**config.mk**
```make
export PLATFORM = sky130hd
export DESIGN_NAME = address_sequencer_flat
export DESIGN_NICKNAME = d
export VERILOG_FILES = /design/src/rtl/addrseq_pkg.sv /design/src/rtl/address_sequencer_if.sv /design/src/rtl/addrseq_rstack.sv /design/src/rtl/address_sequencer.sv /design/src/flat_wrapper.sv
export SDC_FILE = /design/constraint.sdc
export NUM_CORES = 1
export LEC_CHECK = 0
export ABC_AREA = 1
export CAP_MARGIN = 20
export CORE_MARGIN = 10
export CORE_UTILIZATION = 30
export DETAILED_ROUTE_END_ITERATION = 12
export GPL_TIMING_DRIVEN = 0
export PLACE_DENSITY = 0.55
export SETUP_SLACK_MARGIN = 0.2
export SLEW_MARGIN = 25
export SYNTH_ARGS = -nofsm -noshare
export SYNTH_HDL_FRONTEND = slang
export SYNTH_SLANG_ARGS = --single-unit
export TNS_END_PERCENT = 5
```
**constraint.sdc**
```tcl
create_clock -name clk -period 7.15 [get_ports clk]
set_clock_uncertainty 0.2 [all_clocks]
set_input_delay 1.43 -clock clk [delete_from_list [all_inputs] [get_ports clk]]
set_output_delay 1.43 -clock clk [all_outputs]
set_load 0.05 [all_outputs]
```
**src/rtl/addrseq_pkg.sv**
```systemverilog
// -----------------------------------------------------------------------------
// addrseq_pkg
// Shared definitions for the address sequencer slice.
//   - one-hot bit positions of the seven address-mode select strobes
//   - mode_e: decoded address mode, including hold and illegal combinations
//   - sext(): two's-complement sign extension of a narrow immediate
//   - DEFAULT_* constants used as parameter defaults
// Optional feature macro: ADDRSEQ_RSTACK_EN (return-address stack), consumed
// by address_sequencer.sv.
// -----------------------------------------------------------------------------
package addrseq_pkg;

    // Default parameter values for the sequencer and its interface
    localparam int DEFAULT_AW         = 16;
    localparam int DEFAULT_IW         = 8;
    localparam int DEFAULT_DEPTH      = 4;
    localparam int DEFAULT_RESET_ADDR = 0;

    // Bit positions of the select strobes inside the packed select vector
    localparam int SEL_RESETPC = 0;
    localparam int SEL_PCPLUSI = 1;
    localparam int SEL_PCPLUS1 = 2;
    localparam int SEL_RPLUSI  = 3;
    localparam int SEL_RPLUS0  = 4;
    localparam int SEL_CALL    = 5;
    localparam int SEL_RETURN  = 6;
    localparam int NUM_SEL     = 7;

    // Working width of sext(); every AW/IW of interest fits inside it
    localparam int SEXT_MAXW = 64;

    // Decoded address mode
    typedef enum logic [3:0] {
        MODE_HOLD,
        MODE_RESETPC,
        MODE_PCPLUSI,
        MODE_PCPLUS1,
        MODE_RPLUSI,
        MODE_RPLUS0,
        MODE_CALL,
        MODE_RETURN,
        MODE_ILLEGAL
    } mode_e;

    // Sign-extend the low 'width' bits of value to SEXT_MAXW bits. The
    // caller truncates the result to its own address width.
    function automatic logic [SEXT_MAXW-1:0] sext(input logic [SEXT_MAXW-1:0] value,
                                                  input int unsigned         width);
        logic signed [SEXT_MAXW-1:0] shifted;
        shifted = $signed(value << (SEXT_MAXW - width));
        return $unsigned(shifted >>> (SEXT_MAXW - width));
    endfunction

endpackage

```
**src/rtl/address_sequencer_if.sv**
```systemverilog
// -----------------------------------------------------------------------------
// address_sequencer_if
// Bundle between the controller and the address sequencer.
//   Controller -> sequencer : EnablePC, Rside[AW], Iside[IW], and the one-hot
//                             selects ResetPC, PCplusI, PCplus1, RplusI,
//                             Rplus0, Call, Return
//   Sequencer -> controller : ALout[AW] (memory address bus), PCout[AW],
//                             StackEmpty, StackFull, StackOvf, StackUnf,
//                             SelError
// modport master = controller side, modport slave = sequencer side.
// -----------------------------------------------------------------------------
interface address_sequencer_if
    import addrseq_pkg::*;
#(
    parameter int AW = DEFAULT_AW,
    parameter int IW = DEFAULT_IW
);

    logic          EnablePC;
    logic [AW-1:0] Rside;
    logic [IW-1:0] Iside;
    logic          ResetPC;
    logic          PCplusI;
    logic          PCplus1;
    logic          RplusI;
    logic          Rplus0;
    logic          Call;
    logic          Return;

    logic [AW-1:0] ALout;
    logic [AW-1:0] PCout;
    logic          StackEmpty;
    logic          StackFull;
    logic          StackOvf;
    logic          StackUnf;
    logic          SelError;

    modport master (
        output EnablePC, Rside, Iside,
        output ResetPC, PCplusI, PCplus1, RplusI, Rplus0, Call, Return,
        input  ALout, PCout, StackEmpty, StackFull, StackOvf, StackUnf, SelError
    );

    modport slave (
        input  EnablePC, Rside, Iside,
        input  ResetPC, PCplusI, PCplus1, RplusI, Rplus0, Call, Return,
        output ALout, PCout, StackEmpty, StackFull, StackOvf, StackUnf, SelError
    );

endinterface

```
**src/rtl/addrseq_rstack.sv**
```systemverilog
// -----------------------------------------------------------------------------
// addrseq_rstack
// Circular return-address LIFO. Pushing onto a full stack overwrites the
// oldest entry and keeps it full; popping an empty stack changes nothing.
// Ports:
//   clk, rst     : clock, asynchronous active-high reset
//   clear_i      : empty the stack and clear the sticky flags
//   push_i       : push pushData_i[AW]
//   pop_i        : pop the top entry
//   top_o[AW]    : current top entry (meaningless while empty_o is high)
//   empty_o      : no valid entries
//   full_o       : DEPTH valid entries
//   ovf_o, unf_o : sticky overflow / underflow
// -----------------------------------------------------------------------------
module addrseq_rstack
    import addrseq_pkg::*;
#(
    parameter int AW    = DEFAULT_AW,
    parameter int DEPTH = DEFAULT_DEPTH
) (
    input  logic          clk,
    input  logic          rst,
    input  logic          clear_i,
    input  logic          push_i,
    input  logic          pop_i,
    input  logic [AW-1:0] pushData_i,
    output logic [AW-1:0] top_o,
    output logic          empty_o,
    output logic          full_o,
    output logic          ovf_o,
    output logic          unf_o
);

    localparam int PW = $clog2(DEPTH);
    localparam int CW = PW + 1;

    logic [AW-1:0] mem_q [DEPTH];
    logic [PW-1:0] topPtr_q, topPtr_d;
    logic [CW-1:0] count_q, count_d;
    logic          ovf_q, ovf_d;
    logic          unf_q, unf_d;
    logic [PW-1:0] pushPtr;

    assign pushPtr = topPtr_q + PW'(1);
    assign empty_o = (count_q == '0);
    assign full_o  = (count_q == CW'(DEPTH));
    assign top_o   = mem_q[topPtr_q];
    assign ovf_o   = ovf_q;
    assign unf_o   = unf_q;

    // Pointer/count/flag update. Clear wins over push and pop. A push on a
    // full stack advances the pointer anyway, so the new top lands on the
    // oldest slot, while the count saturates at DEPTH.
    always_comb begin
        topPtr_d = topPtr_q;
        count_d  = count_q;
        ovf_d    = ovf_q;
        unf_d    = unf_q;
        if (clear_i) begin
            topPtr_d = '0;
            count_d  = '0;
            ovf_d    = 1'b0;
            unf_d    = 1'b0;
        end else if (push_i) begin
            topPtr_d = pushPtr;
            if (full_o) begin
                ovf_d = 1'b1;
            end else begin
                count_d = count_q + CW'(1);
            end
        end else if (pop_i) begin
            if (empty_o) begin
                unf_d = 1'b1;
            end else begin
                topPtr_d = topPtr_q - PW'(1);
                count_d  = count_q - CW'(1);
            end
        end
    end

    // Control state register; reset leaves the stack empty with flags clear
    always_ff @(posedge clk or posedge rst) begin
        if (rst) begin
            topPtr_q <= '0;
            count_q  <= '0;
            ovf_q    <= 1'b0;
            unf_q    <= 1'b0;
        end else begin
            topPtr_q <= topPtr_d;
            count_q  <= count_d;
            ovf_q    <= ovf_d;
            unf_q    <= unf_d;
        end
    end

    // Entry storage needs no reset: the count alone decides validity
    always_ff @(posedge clk) begin
        if (push_i && !clear_i) begin
            mem_q[pushPtr] <= pushData_i;
        end
    end

endmodule

```
**src/rtl/address_sequencer.sv**
```systemverilog
// -----------------------------------------------------------------------------
// address_sequencer
// Program counter and next-address generation for the Sayeh-class datapath.
// Ports:
//   clk           : clock, rising edge
//   ExternalReset : asynchronous active-high reset
//   bus           : address_sequencer_if.slave (EnablePC, Rside, Iside, the
//                   seven one-hot selects; ALout, PCout, stack flags,
//                   SelError)
// ALout is the combinational next address; PC takes it on EnablePC edges.
// Two or more selects at once hold the PC and pulse SelError after a
// committed edge.
// Optional feature: define ADDRSEQ_RSTACK_EN to build the return-address
// stack behind Call/Return. Without it, Call/Return are illegal selects and
// the stack flags are tied to empty/clear.
// -----------------------------------------------------------------------------
module address_sequencer
    import addrseq_pkg::*;
#(
    parameter int            AW         = DEFAULT_AW,
    parameter int            IW         = DEFAULT_IW,
    parameter int            DEPTH      = DEFAULT_DEPTH,
    parameter logic [AW-1:0] RESET_ADDR = AW'(DEFAULT_RESET_ADDR)
) (
    input logic                clk,
    input logic                ExternalReset,
    address_sequencer_if.slave bus
);

    // Reject parameter sets the datapath cannot represent
    if (IW > AW) begin : gIwCheck
        $error("address_sequencer: IW must not exceed AW");
    end
    if (DEPTH < 2 || (DEPTH & (DEPTH - 1)) != 0) begin : gDepthCheck
        $error("address_sequencer: DEPTH must be a power of two >= 2");
    end

    logic [AW-1:0]      pc_q, pc_d;
    logic               selErr_q, selErr_d;
    logic [NUM_SEL-1:0] selVec;
    mode_e              selMode;
    logic [AW-1:0]      sextI;
    logic [AW-1:0]      pcPlus1;
    logic [AW-1:0]      alOut;
    logic               commit;
    logic [AW-1:0]      stackTop;
    logic               stackEmpty;
    logic               stackFull;
    logic               stackOvf;
    logic               stackUnf;

    assign selVec = {bus.Return, bus.Call, bus.Rplus0, bus.RplusI,
                     bus.PCplus1, bus.PCplusI, bus.ResetPC};

    assign sextI   = AW'(sext(SEXT_MAXW'(bus.Iside), IW));
    assign pcPlus1 = pc_q + AW'(1);
    assign commit  = bus.EnablePC;

    // Select decode. More than one strobe is illegal; without the return
    // stack Call and Return have nothing to act on and are illegal too.
    always_comb begin
        selMode = MODE_HOLD;
        if ($countones(selVec) > 1) begin
            selMode = MODE_ILLEGAL;
        end else if (selVec[SEL_RESETPC]) begin
            selMode = MODE_RESETPC;
        end else if (selVec[SEL_PCPLUSI]) begin
            selMode = MODE_PCPLUSI;
        end else if (selVec[SEL_PCPLUS1]) begin
            selMode = MODE_PCPLUS1;
        end else if (selVec[SEL_RPLUSI]) begin
            selMode = MODE_RPLUSI;
        end else if (selVec[SEL_RPLUS0]) begin
            selMode = MODE_RPLUS0;
        end else if (selVec[SEL_CALL]) begin
            selMode = MODE_CALL;
        end else if (selVec[SEL_RETURN]) begin
            selMode = MODE_RETURN;
        end
`ifndef ADDRSEQ_RSTACK_EN
        if (selMode == MODE_CALL || selMode == MODE_RETURN) begin
            selMode = MODE_ILLEGAL;
        end
`endif
    end

    // Next-address mux; hold and illegal both present the current PC
    always_comb begin
        alOut = pc_q;
        case (selMode)
            MODE_RESETPC: alOut = RESET_ADDR;
            MODE_PCPLUSI: alOut = pc_q + sextI;
            MODE_PCPLUS1: alOut = pcPlus1;
            MODE_RPLUSI:  alOut = bus.Rside + sextI;
            MODE_RPLUS0:  alOut = bus.Rside;
            MODE_CALL:    alOut = pc_q + sextI;
            MODE_RETURN:  alOut = stackEmpty ? pcPlus1 : stackTop;
            default:      alOut = pc_q;
        endcase
    end

    // PC and error-pulse next state: only committed cycles move anything
    always_comb begin
        pc_d     = pc_q;
        selErr_d = 1'b0;
        if (commit) begin
            pc_d     = alOut;
            selErr_d = (selMode == MODE_ILLEGAL);
        end
    end

    // PC and SelError registers
    always_ff @(posedge clk or posedge ExternalReset) begin
        if (ExternalReset) begin
            pc_q     <= RESET_ADDR;
            selErr_q <= 1'b0;
        end else begin
            pc_q     <= pc_d;
            selErr_q <= selErr_d;
        end
    end

`ifdef ADDRSEQ_RSTACK_EN
    // Call pushes the return address PC+1; ResetPC wipes the stack
    addrseq_rstack #(
        .AW    (AW),
        .DEPTH (DEPTH)
    ) uRstack (
        .clk        (clk),
        .rst        (ExternalReset),
        .clear_i    (commit && (selMode == MODE_RESETPC)),
        .push_i     (commit && (selMode == MODE_CALL)),
        .pop_i      (commit && (selMode == MODE_RETURN)),
        .pushData_i (pcPlus1),
        .top_o      (stackTop),
        .empty_o    (stackEmpty),
        .full_o     (stackFull),
        .ovf_o      (stackOvf),
        .unf_o      (stackUnf)
    );
`else
    assign stackTop   = '0;
    assign stackEmpty = 1'b1;
    assign stackFull  = 1'b0;
    assign stackOvf   = 1'b0;
    assign stackUnf   = 1'b0;
`endif

    assign bus.ALout      = alOut;
    assign bus.PCout      = pc_q;
    assign bus.SelError   = selErr_q;
    assign bus.StackEmpty = stackEmpty;
    assign bus.StackFull  = stackFull;
    assign bus.StackOvf   = stackOvf;
    assign bus.StackUnf   = stackUnf;

endmodule

```
**src/flat_wrapper.sv**
```systemverilog
// flat-port wrapper written by rule: the top's interface ports become plain ports
module address_sequencer_flat import addrseq_pkg::*;
#(
    parameter int            AW         = DEFAULT_AW,
    parameter int            IW         = DEFAULT_IW,
    parameter int            DEPTH      = DEFAULT_DEPTH,
    parameter logic [AW-1:0] RESET_ADDR = AW'(DEFAULT_RESET_ADDR)
)
  (clk, ExternalReset, bus_EnablePC, bus_Rside, bus_Iside, bus_ResetPC, bus_PCplusI, bus_PCplus1, bus_RplusI, bus_Rplus0, bus_Call, bus_Return, bus_ALout, bus_PCout, bus_StackEmpty, bus_StackFull, bus_StackOvf, bus_StackUnf, bus_SelError);
  address_sequencer_if #(.AW(AW), .IW(IW)) bus_i ();
  input logic clk;
  input logic ExternalReset;
  input wire logic [$bits(bus_i.EnablePC)-1:0] bus_EnablePC;
  input wire logic [$bits(bus_i.Rside)-1:0] bus_Rside;
  input wire logic [$bits(bus_i.Iside)-1:0] bus_Iside;
  input wire logic [$bits(bus_i.ResetPC)-1:0] bus_ResetPC;
  input wire logic [$bits(bus_i.PCplusI)-1:0] bus_PCplusI;
  input wire logic [$bits(bus_i.PCplus1)-1:0] bus_PCplus1;
  input wire logic [$bits(bus_i.RplusI)-1:0] bus_RplusI;
  input wire logic [$bits(bus_i.Rplus0)-1:0] bus_Rplus0;
  input wire logic [$bits(bus_i.Call)-1:0] bus_Call;
  input wire logic [$bits(bus_i.Return)-1:0] bus_Return;
  output wire logic [$bits(bus_i.ALout)-1:0] bus_ALout;
  output wire logic [$bits(bus_i.PCout)-1:0] bus_PCout;
  output wire logic [$bits(bus_i.StackEmpty)-1:0] bus_StackEmpty;
  output wire logic [$bits(bus_i.StackFull)-1:0] bus_StackFull;
  output wire logic [$bits(bus_i.StackOvf)-1:0] bus_StackOvf;
  output wire logic [$bits(bus_i.StackUnf)-1:0] bus_StackUnf;
  output wire logic [$bits(bus_i.SelError)-1:0] bus_SelError;
  assign bus_i.EnablePC = bus_EnablePC;
  assign bus_i.Rside = bus_Rside;
  assign bus_i.Iside = bus_Iside;
  assign bus_i.ResetPC = bus_ResetPC;
  assign bus_i.PCplusI = bus_PCplusI;
  assign bus_i.PCplus1 = bus_PCplus1;
  assign bus_i.RplusI = bus_RplusI;
  assign bus_i.Rplus0 = bus_Rplus0;
  assign bus_i.Call = bus_Call;
  assign bus_i.Return = bus_Return;
  assign bus_ALout = bus_i.ALout;
  assign bus_PCout = bus_i.PCout;
  assign bus_StackEmpty = bus_i.StackEmpty;
  assign bus_StackFull = bus_i.StackFull;
  assign bus_StackOvf = bus_i.StackOvf;
  assign bus_StackUnf = bus_i.StackUnf;
  assign bus_SelError = bus_i.SelError;
  address_sequencer #(.AW(AW), .IW(IW), .DEPTH(DEPTH), .RESET_ADDR(RESET_ADDR)) u_core (.clk(clk), .ExternalReset(ExternalReset), .bus(bus_i));
endmodule
```
---- After elaboration in Yosys (flattened, before gate mapping) ----
Cells that the tools add are included.
Widths: inputs -> output; s select.
storage, ports and cells
  flip-flop bits (word level) ............. 17
cells by class
  reduce and logical (&&, ||, !) cells .... 3
  order comparisons ....................... 1
  $add $sub $neg .......................... 9
  muxes and demuxes ....................... 11
  eq/ne operators ......................... 10
operators with widths
  cell                   number
  $pmux 16 s5            1
  $add 32x32->32         2
  $add 16x16->16         2
  $add 32x1->32          1
  $gt 32x2->1 const B    1
  $mux 4                 8
  $eq 4x3->1 const B     6
  $add 16x1->16 const B  1
  $eq 4x2->1 const B     2
  $add 1x1->2            3
  $eq 4x1->1 const B     1
  $eq 4x4->1 const B     1
  $reduce_or 2->1        2
  $mux 3                 1
  $logic_or 1x1->1       1
  $mux 1                 1

---- Longest topological paths before layout ----
Gate-level depths: netlist of run 1.
  depth after elaboration ................. 14
  gate-level depth with buffers ........... 28
  depth with buffers taken out ............ 28

---- Worst setup path before layout of run 1 ----
OpenSTA, ideal clock, no wires.
  path type ............................... input to output
  start point ............................. in bus_Call
  end point ............................... out bus_ALout[6]
  stages on the path ...................... 22
  data required time ...................... 5.520 ns
  path slack .............................. -0.097 ns
  arrival time ............................ 5.617 ns
  buffers on the path ..................... 0
  path through ............................ ha_1 inv_1 fa_1 inv_1 ha_1 fa_1 a21oi_2 nand3_2 nor2_4 nand2_1 inv_1 or2_2 ha_1 inv_1 fa_1 inv_1 nand3_1 nand2_1 nand2_1 nand2_1 xnor2_1 o2111ai_1
between the ends
  word-level cells in the longest chain between the ends .. 13
  elaborated cells between the ends (all ways) .. 25
  classes of those cells .................. add/sub (3); order compare (1); eq/ne (9); mux (9); reduce/logical (3)
ends and longest elaborated chain
  item                                                   line                     source
  start: declaration                                     flat_wrapper.sv:21       input wire logic [$bits(bus_i.Call)-1:0] bus_Call;
  branches (longest 6 deep; another with $add 32x1->32)  -
  $mux 4 *                                               address_sequencer.sv:63  if ($countones(selVec) > 1) begin
  $eq 4x3->1                                             address_sequencer.sv:81  if (selMode == MODE_CALL || selMode == MODE_RETURN) begin
  $logic_or 1x1->1                                       address_sequencer.sv:81
  $mux 4 *                                               address_sequencer.sv:81
  $eq 4x2->1 or $eq 4x3->1 (tied branches)               address_sequencer.sv:90  case (selMode)
  $reduce_or 2->1 (no source line)                       -
  $pmux 16 s5 *                                          address_sequencer.sv:90
  end: declaration                                       flat_wrapper.sv:23       output wire logic [$bits(bus_i.ALout)-1:0] bus_ALout;
Mark *: on every way between the ends.

---- Final worst setup path of run 1 ----
  start point ............................. in bus_Rplus0
  end point ............................... out bus_ALout[6]
between the ends
  word-level cells in the longest chain between the ends .. 12
  elaborated cells between the ends (all ways) .. 24
  classes of those cells .................. add/sub (3); order compare (1); eq/ne (9); mux (8); reduce/logical (3)
ends and longest elaborated chain
  item                                                   line                     source
  start: declaration                                     flat_wrapper.sv:20       input wire logic [$bits(bus_i.Rplus0)-1:0] bus_Rplus0;
  branches (longest 5 deep; another with $add 32x1->32)  -
  $mux 4 *                                               address_sequencer.sv:63
  $eq 4x3->1                                             address_sequencer.sv:81
  $logic_or 1x1->1                                       address_sequencer.sv:81
  $mux 4 *                                               address_sequencer.sv:81
  $eq 4x2->1 or $eq 4x3->1 (tied branches)               address_sequencer.sv:90
  $reduce_or 2->1 (no source line)                       -
  $pmux 16 s5 *                                          address_sequencer.sv:90
Marked as above.

==> results of run 1 <==
## kinds of logic after synthesis
logic type	after synthesis
compound gates	65
fa+ha+maj	40
buf+inv	60
xor+xnor	5
flops	17
other cells	2
simple gates	309
## layer usage
layer | global-route usage, % | vias up
met5 | 0 | -
met4 | 5.07 | 0
met3 | 1.44 | 11
met2 | 26.2 | 86
met1 | 18.2 | 1650
li1 | - | 1838
## area by class of cell
class	count	area share [%]
Buffer	10	1.58
Clock buffer	4	0.998
Sequential cell	17	9.42
Inverter	50	4.27
Multi-Input combinational cell	423	61.4
Timing Repair Buffer	89	18.7
Tap cell	133	3.69
## sequential cells by signal, summed over array words and instances (netlist names)
signal / count
u_core.bus.PCout: 16
u_core.bus.SelError: 1
## power groups by stage
| stage | Clock [µW] | Sequential [µW] | Combinational, µW |
|---|---|---|---|
| after floorplan | 0 | 340 | 669 |
| after global placement | 0 | 205 | 1160 |
| after detailed placement | 0 | 205 | 1170 |
| after CTS | 77.2 | 212 | 1290 |
| after global routing | 83.2 | 221 | 1540 |
| final | 78.1 | 214 | 1430 |
## worst register-to-register path: cells and delay by family (launching register included)
family / cells / cell delay [ns]
flops: 1 / 0.45
fa+ha+maj: 2 / 0.41
simple gates: 11 / 0.97
buf+inv: 16 / 1.75
## cells in the final DEF, fill, tap and decap left out, types with 3 or more instances in the layout
master           instances
a21o_1                   3
a21oi_1                 23
a21oi_2                 10
buf_2                    3
buf_4                   27
buf_6                   15
clkbuf_1                 3
clkbuf_8                 3
clkdlybuf4s50_1         43
conb_1                   4
dfrtp_1                 17
dlygate4sd2_1            4
fa_1                     3
ha_1                    21
ha_2                     5
ha_4                     9
inv_1                   40
inv_2                    8
nand2_1                155
nand2_2                 19
nand2_4                  4
nand3_1                 41
nand3_2                  6
nand3b_1                 5
nand4_1                  7
nand4_2                  7
nor2_1                  36
nor2_2                   4
nor2_4                   6
o21ai_0                 17
o21ai_1                  3
or2_2                    8
xnor2_1                  3
## cell usage after synthesis, drive strengths merged
master	count	area, µm²
nand2	178	691
inv	50	188
nand3	49	250
nor2	46	218
a21oi	35	190
ha	35	438
o21ai	21	105
dfrtp	17	425
nand4	15	144
or2	10	62.6
buf	8	63.8
fa	5	100
nand3b	5	37.5
xnor2	4	35.0
a21o	3	22.5
nor3	3	15.0
o2111ai	3	32.5
and2	2	12.5
clkbuf	2	7.51
conb	2	7.51
a21boi	1	7.51
nor4	1	6.26
o21a	1	7.51
o21bai	1	7.51
xor2	1	8.76
## metrics by stage
| step | cell area (µm²) | TNS [ns] |
|---|---|---|
| 6_report | 4510 | 0 |
| 3_3_place_gp | 3910 | -19.09 |
| 2_1_floorplan | 3100 | 0 |
| 4_1_cts | 4250 | 0 |
| 5_1_grt | 4510 | 0 |
| 3_5_place_dp | 3910 | -19.84 |
## what timing repair did
action,4_1_cts,5_1_grt
endpoints found under the setup margin,16,17
setup buffers,19,5
resized for setup,137,62
pin swaps,8,21
hold endpoints to repair,0,0
## worst min-delay path by stage
stage | end | slack, ns | cells after the start
final | u_core.bus.PCout[13]$_DFFE_PP0P_ | 0.37 | 2
after detailed placement | u_core.bus.PCout[0]$_DFFE_PP0P_ | 0.34 | 2
after CTS | u_core.bus.PCout[14]$_DFFE_PP0P_ | 0.37 | 2
after floorplan | u_core.bus.PCout[0]$_DFFE_PP0P_ | 0.58 | 2
after global routing | u_core.bus.PCout[14]$_DFFE_PP0P_ | 0.40 | 2
after global placement | u_core.bus.PCout[0]$_DFFE_PP0P_ | 0.34 | 2
==> results.yml, run 1 <==
run_status:
  status: "completed"
worst_setup_path:
  critPathLaunchType: "primary input"
  crit_cells: 25
  worstSetupPathType: "in -> out"
  end_kind: "output pin"
  cp.arrival_ns: 5.21
  cp.buffers_inverters: 8
  r2r_start: "u_core.bus.PCout[0]$_DFFE_PP0P_"
  cp_slowest_stage_delay_ns: 0.44
  crit_top_cell: "inv_2"
  crit_path_end: "bus_ALout[6]"
  startpoint: "bus_Rplus0"
  r2r_cells: 29
  path_delay_family: "adder cells"
  reg2reg_to: "u_core.bus.PCout[8]$_DFFE_PP0P_"
  cp_slowest_cell: "fa_2"
  ff2ff_setup_slack_ns: 3.26
  required_ns: 5.52
  critical_path.max_fanout: 6
die:
  die_area_mm2: 0.0147
  die_width_um: 121
  fp-row-count: 36
  initial_utilization_pct: 31.1
  io-pin-count: 71
  die_h_um: 121
  design.core.area_mm2: 0.00991
cts:
  cts_tree: "yes"
  cts.clk_slew.worst_paths_ns: 0.08
  cts_max_path_buffers: 2
  cts_hold_buf: 0
  cts_buffers: 3
  cts_num_sinks: 17
  htreeDepth: 1
  clk_latency_ns: 0.26
  clockRootBuffer: "clkbuf_8"
sta:
  slew_violations: 0
  relSlewSlack_pct: 52.4
  whs_ns: 0.366
  hold_viol: 0
  period_needed_ns: 6.84
  min_period_over_period_pct: 95.7
  rsz0062_at_grt: "true"
  setup-violations-final: 0
  setup_ws_ns: 0.306
  max_freq_ghz: 0.146
  worst_slew_pin_slew_ns: 0.713
power:
  p_int_uw: 731
  irDropWorstVdd_mv: 0.177
  p_switching_uw: 995
  clkPwrFrac_pct: 4.5
  seqPwrFrac_pct: 12.4
  p_comb_share_pct: 83.1
  powerDensity_mw_per_mm2: 383
  swShare_pct: 57.6
  power_uw: 1730
  leakage_uw: 0.00214
finish:
  fin_util_pct: 45.6
  area_growth_pct: 46.4
  layout.cells.non_filler: 726
  multi_input_area_mm2: 0.00277
  drive_above_1_share_pct: 26.3
  final_nets: 668
  area.sequential_um2: 425
  antennaDiodeCount: 0
  nFillCells: 1080
placement:
  pre_cts_ws_ns: -1.58
  place.gp.congestion: 0.931
  dp_cells: 698
  port_buffers: 65
  dp_hpwl_mm: 8.99
synthesis:
  synth_compound_gate_area_share_pct: 12.1
  synth-simple-area-share_pct: 46.6
  seq_area_frac_synth_pct: 13.8
  syn-cell-area_mm2: 0.00308
  synth_top_family_by_area: "simple AND/OR/NAND/NOR gates"
  ys_types: 39
  synth-seq-cells: 17
  synth-adder-area-share_pct: 17.5
  synthMuxAreaShare_pct: 0
  syn_area_per_cell_um2: 6.19
  ys_warn_count: 0
  synthCells: 498
  synth-xor-area-share_pct: 1.42
route:
  drtIter0Drc: 201
  drtAntennaViolNets: 0
  avgViaCountPerCell: 4.94
  totalWireLength_mm: 11.1
  topRoutingLayerUsed: "met4"
  met2_length_mm: 5.53
  num_vias: 3585
  drc: 0
  wl_met1_mm: 4.89
  met3_length_um: 497
  drt_pass1_iterations: 4
  drt-wirelength-per-cell_um: 15.3
worst_hold_path:
  min_from: "u_core.bus.PCout[13]$_DFFE_PP0P_"
  hold_class: "reg -> reg"
grt:
  grt.overflow.total: 0
  grt_pass1_wl_mm: 18.1
  grtUsageTotal_pct: 14.8
  first_global_vias: 3671
  grt_start_max_net_pins: 18
  antenna_found_initial: 0
job:
  drv_cap: 0
Note: power is estimated with default switching activity, not from simulation.
==> inputs of run 2 (changes only) <==
- ABC_AREA: 1 -> default
- PLACE_DENSITY: 0.55 -> 0.56
- REMOVE_ABC_BUFFERS: default -> 1
==> results.yml, run 2 <==
worst_setup_path:
  worstPathCellList: "buf_8 > ha_4 > inv_2 > fa_1 > inv_2 > ha_4 > fa_2 > mux2i_4 > nor4_4 > buf_4 > or2_4 > ha_4 > inv_2 > fa_2 > nor2b_4 > o31a_1 > o311a_4 > o41ai_4 > o21ai_2 > xnor2_1 > o221a_2 > a21oi_2 > buf_6"
  end_kind: "output pin"
  critPathLaunchType: "primary input"
  cp.buffers_inverters: 6
  cp_slowest_cell: "fa_1"
  worstSetupPathType: "in -> out"
  ff2ff_setup_slack_ns: 4.23
  critical_path.max_fanout: 3
  required_ns: 5.52
  cp_slowest_stage_delay_ns: 0.51
  path_delay_family: "adder cells"
  cp.arrival_ns: 5.75
synthesis:
  synth_top_area_share_pct: 15.3
  synth_most_common_cell: "ha_1"
  synth_edf_count: 0
  synth-simple-area-share_pct: 18.0
  ys_warn_count: 0
  synth_ff_type: "dfrtp_1"
  ys_types: 69
  synth-xor-area-share_pct: 6.72
  synth-adder-area-share_pct: 18.8
  ys_top_cells_by_count: "35 x ha_1, 28 x nand2_1, 27 x a21oi_1"
  synthMuxAreaShare_pct: 7.47
  seq_area_frac_synth_pct: 14.8
  syn_area_per_cell_um2: 8.35
  syn-cell-area_mm2: 0.00287
  synth_compound_gate_area_share_pct: 27.2
  async_reset_ff_share_pct: 100
  synth_top_area_cell: "ha_1"
  synthCells: 343
  synth_top_family_by_area: "compound AO/OA/AOI/OAI gates"
  synth_area_leaders: "ha_1 15%, dfrtp_1 15%, xnor2_1 4.9%"
  synth-seq-cells: 17
sta:
  hold_viol: 0
  relSlewSlack_pct: 48.0
  rsz0062_at_grt: "true"
  tns_ns: -0.873
  slew_violations: 0
  worst_slew_pin_slew_ns: 0.778
  min_period_over_period_pct: 103
  whs_ns: 0.365
  period_needed_ns: 7.38
  setup-violations-final: 6
  max_freq_ghz: 0.136
  setup_ws_ns: -0.228
route:
  met2_length_mm: 4.67
  avgViaCountPerCell: 4.99
  drtAntennaViolNets: 0
  wl_met1_mm: 4.03
  drc: 0
  topRoutingLayerUsed: "met4"
  drt-wirelength-per-cell_um: 16.5
  drt_pass1_iterations: 4
  met3_length_um: 222
  num_vias: 2737
  totalWireLength_mm: 9.06
  drtIter0Drc: 125
grt:
  first_global_vias: 2910
  grt_pass1_wl_mm: 15.0
  grt.overflow.total: 0
  grtUsageTotal_pct: 12.7
  grt_start_max_net_pins: 18
  antenna_found_initial: 0
finish:
  largest_reg_flops: 16
  area_growth_pct: 40.0
  mostFrequentLayoutCells: "44 x clkdlybuf4s50_1, 28 x nand2_1, 27 x ha_1"
  final_common_cell: "clkdlybuf4s50_1"
  drive_above_1_share_pct: 24.6
  final_nets: 494
  antennaDiodeCount: 0
run_status:
  violations: "setup timing"
  status: "finished with violations"
worst_hold_path:
  hold_class: "reg -> reg"
cts:
  htreeDepth: 1
  cts_num_sinks: 17
  cts_max_path_buffers: 2
  cts_hold_buf: 0
  clk_latency_ns: 0.26
  cts_tree: "yes"
  cts.clk_slew.worst_paths_ns: 0.08
  clockRootBuffer: "clkbuf_8"
  cts_buffers: 3
die:
  die_h_um: 118
  die_area_mm2: 0.0139
  fp-row-count: 35
  io-pin-count: 71
  initial_utilization_pct: 30.9
  die_width_um: 118
  design.core.area_mm2: 0.00928
power:
  leakage_uw: 0.00177
  irDropWorstVdd_mv: 0.137
  powerDensity_mw_per_mm2: 350
  power_uw: 1400
placement:
  place.gp.congestion: 0.846
  dp_hpwl_mm: 7.04
  port_buffers: 66
job:
  drv_cap: 0
[run 2: worst reg2reg max path: stages (launching register included)]
cell     delay (ns)
dfrtp_1        0.44
ha_4           0.19
inv_2          0.05
fa_2           0.22
nor2b_4        0.05
o31a_1         0.28
o311a_4        0.34
o41ai_4        0.26
buf_4          0.17
buf_4          0.10
xnor2_2        0.05
nand2_1        0.09
nand4_2        0.10
mux2_4         0.27
[run 2: repair_timing]
action	CTS	global route
setup buffers	14	3
setup endpoints to repair	16	16
pin swaps	16	16
cloned	0	0
resized for setup	114	39
[run 2: logic make-up (layout without fill, tap and decap cells)]
logic type                 Yosys count  count (layout)
xor gates and xnor gates            22              22
adders and majority gates           40              40
AOI/OAI and AO/OA                  107             107
buffers and inverters               38             112
and+or+nand+nor                     98              98
DFF                                 17              17
other                                2               4
muxes                               19              19
[run 2: through the flow]
step	worst slack, ns	area [µm²]	util [%]	std cells
2_1_floorplan	-0.722	2780	-	332
3_5_place_dp	-1.89	3610	38.9	527
6_report	-0.228	4010	43.2	548
5_1_grt	-0.395	4010	43.2	548
4_1_cts	-0.499	3890	41.9	545
3_3_place_gp	-1.78	3600	38.7	527
[run 2: layout make-up]
type                    instances  area [µm²]
repair buffers                 83         802
clock buffers                   4        45.0
inverters                      25        93.8
fillers                       955        5270
well taps                     129         161
multi-input cells             290        2480
flip-flops and latches         17         425
[run 2: final timing paths]
path                                                 startpoint                          endpoint  cells after the start
max in group asynchronous                         ExternalReset  u_core.bus.PCout[12]$_DFFE_PP0P_                      2
worst min register to register  u_core.bus.PCout[9]$_DFFE_PP0P_   u_core.bus.PCout[9]$_DFFE_PP0P_                      2
worst max-delay path                                   bus_Call                     bus_ALout[14]                     23
worst max register to register  u_core.bus.PCout[0]$_DFFE_PP0P_  u_core.bus.PCout[12]$_DFFE_PP0P_                     13
worst min-delay path            u_core.bus.PCout[9]$_DFFE_PP0P_   u_core.bus.PCout[9]$_DFFE_PP0P_                      2
min in group asynchronous                         ExternalReset   u_core.bus.PCout[3]$_DFFE_PP0P_                      2
[run 2: report_power, final]
group | total (µW) | internal, µW | switching [µW]
registers | 184 | 135 | 48.6
logic | 1140 | 450 | 690
clock network | 79.0 | 39.7 | 39.3
total | 1400 | 625 | 778
[run 2: routing by layer]
metal | track usage (%) | vias to the layer above
li1 | - | 1410
met1 | 15.7 | 1278
met2 | 22.7 | 41
met3 | 1.34 | 8
met4 | 3.40 | 0
met5 | 0 | -
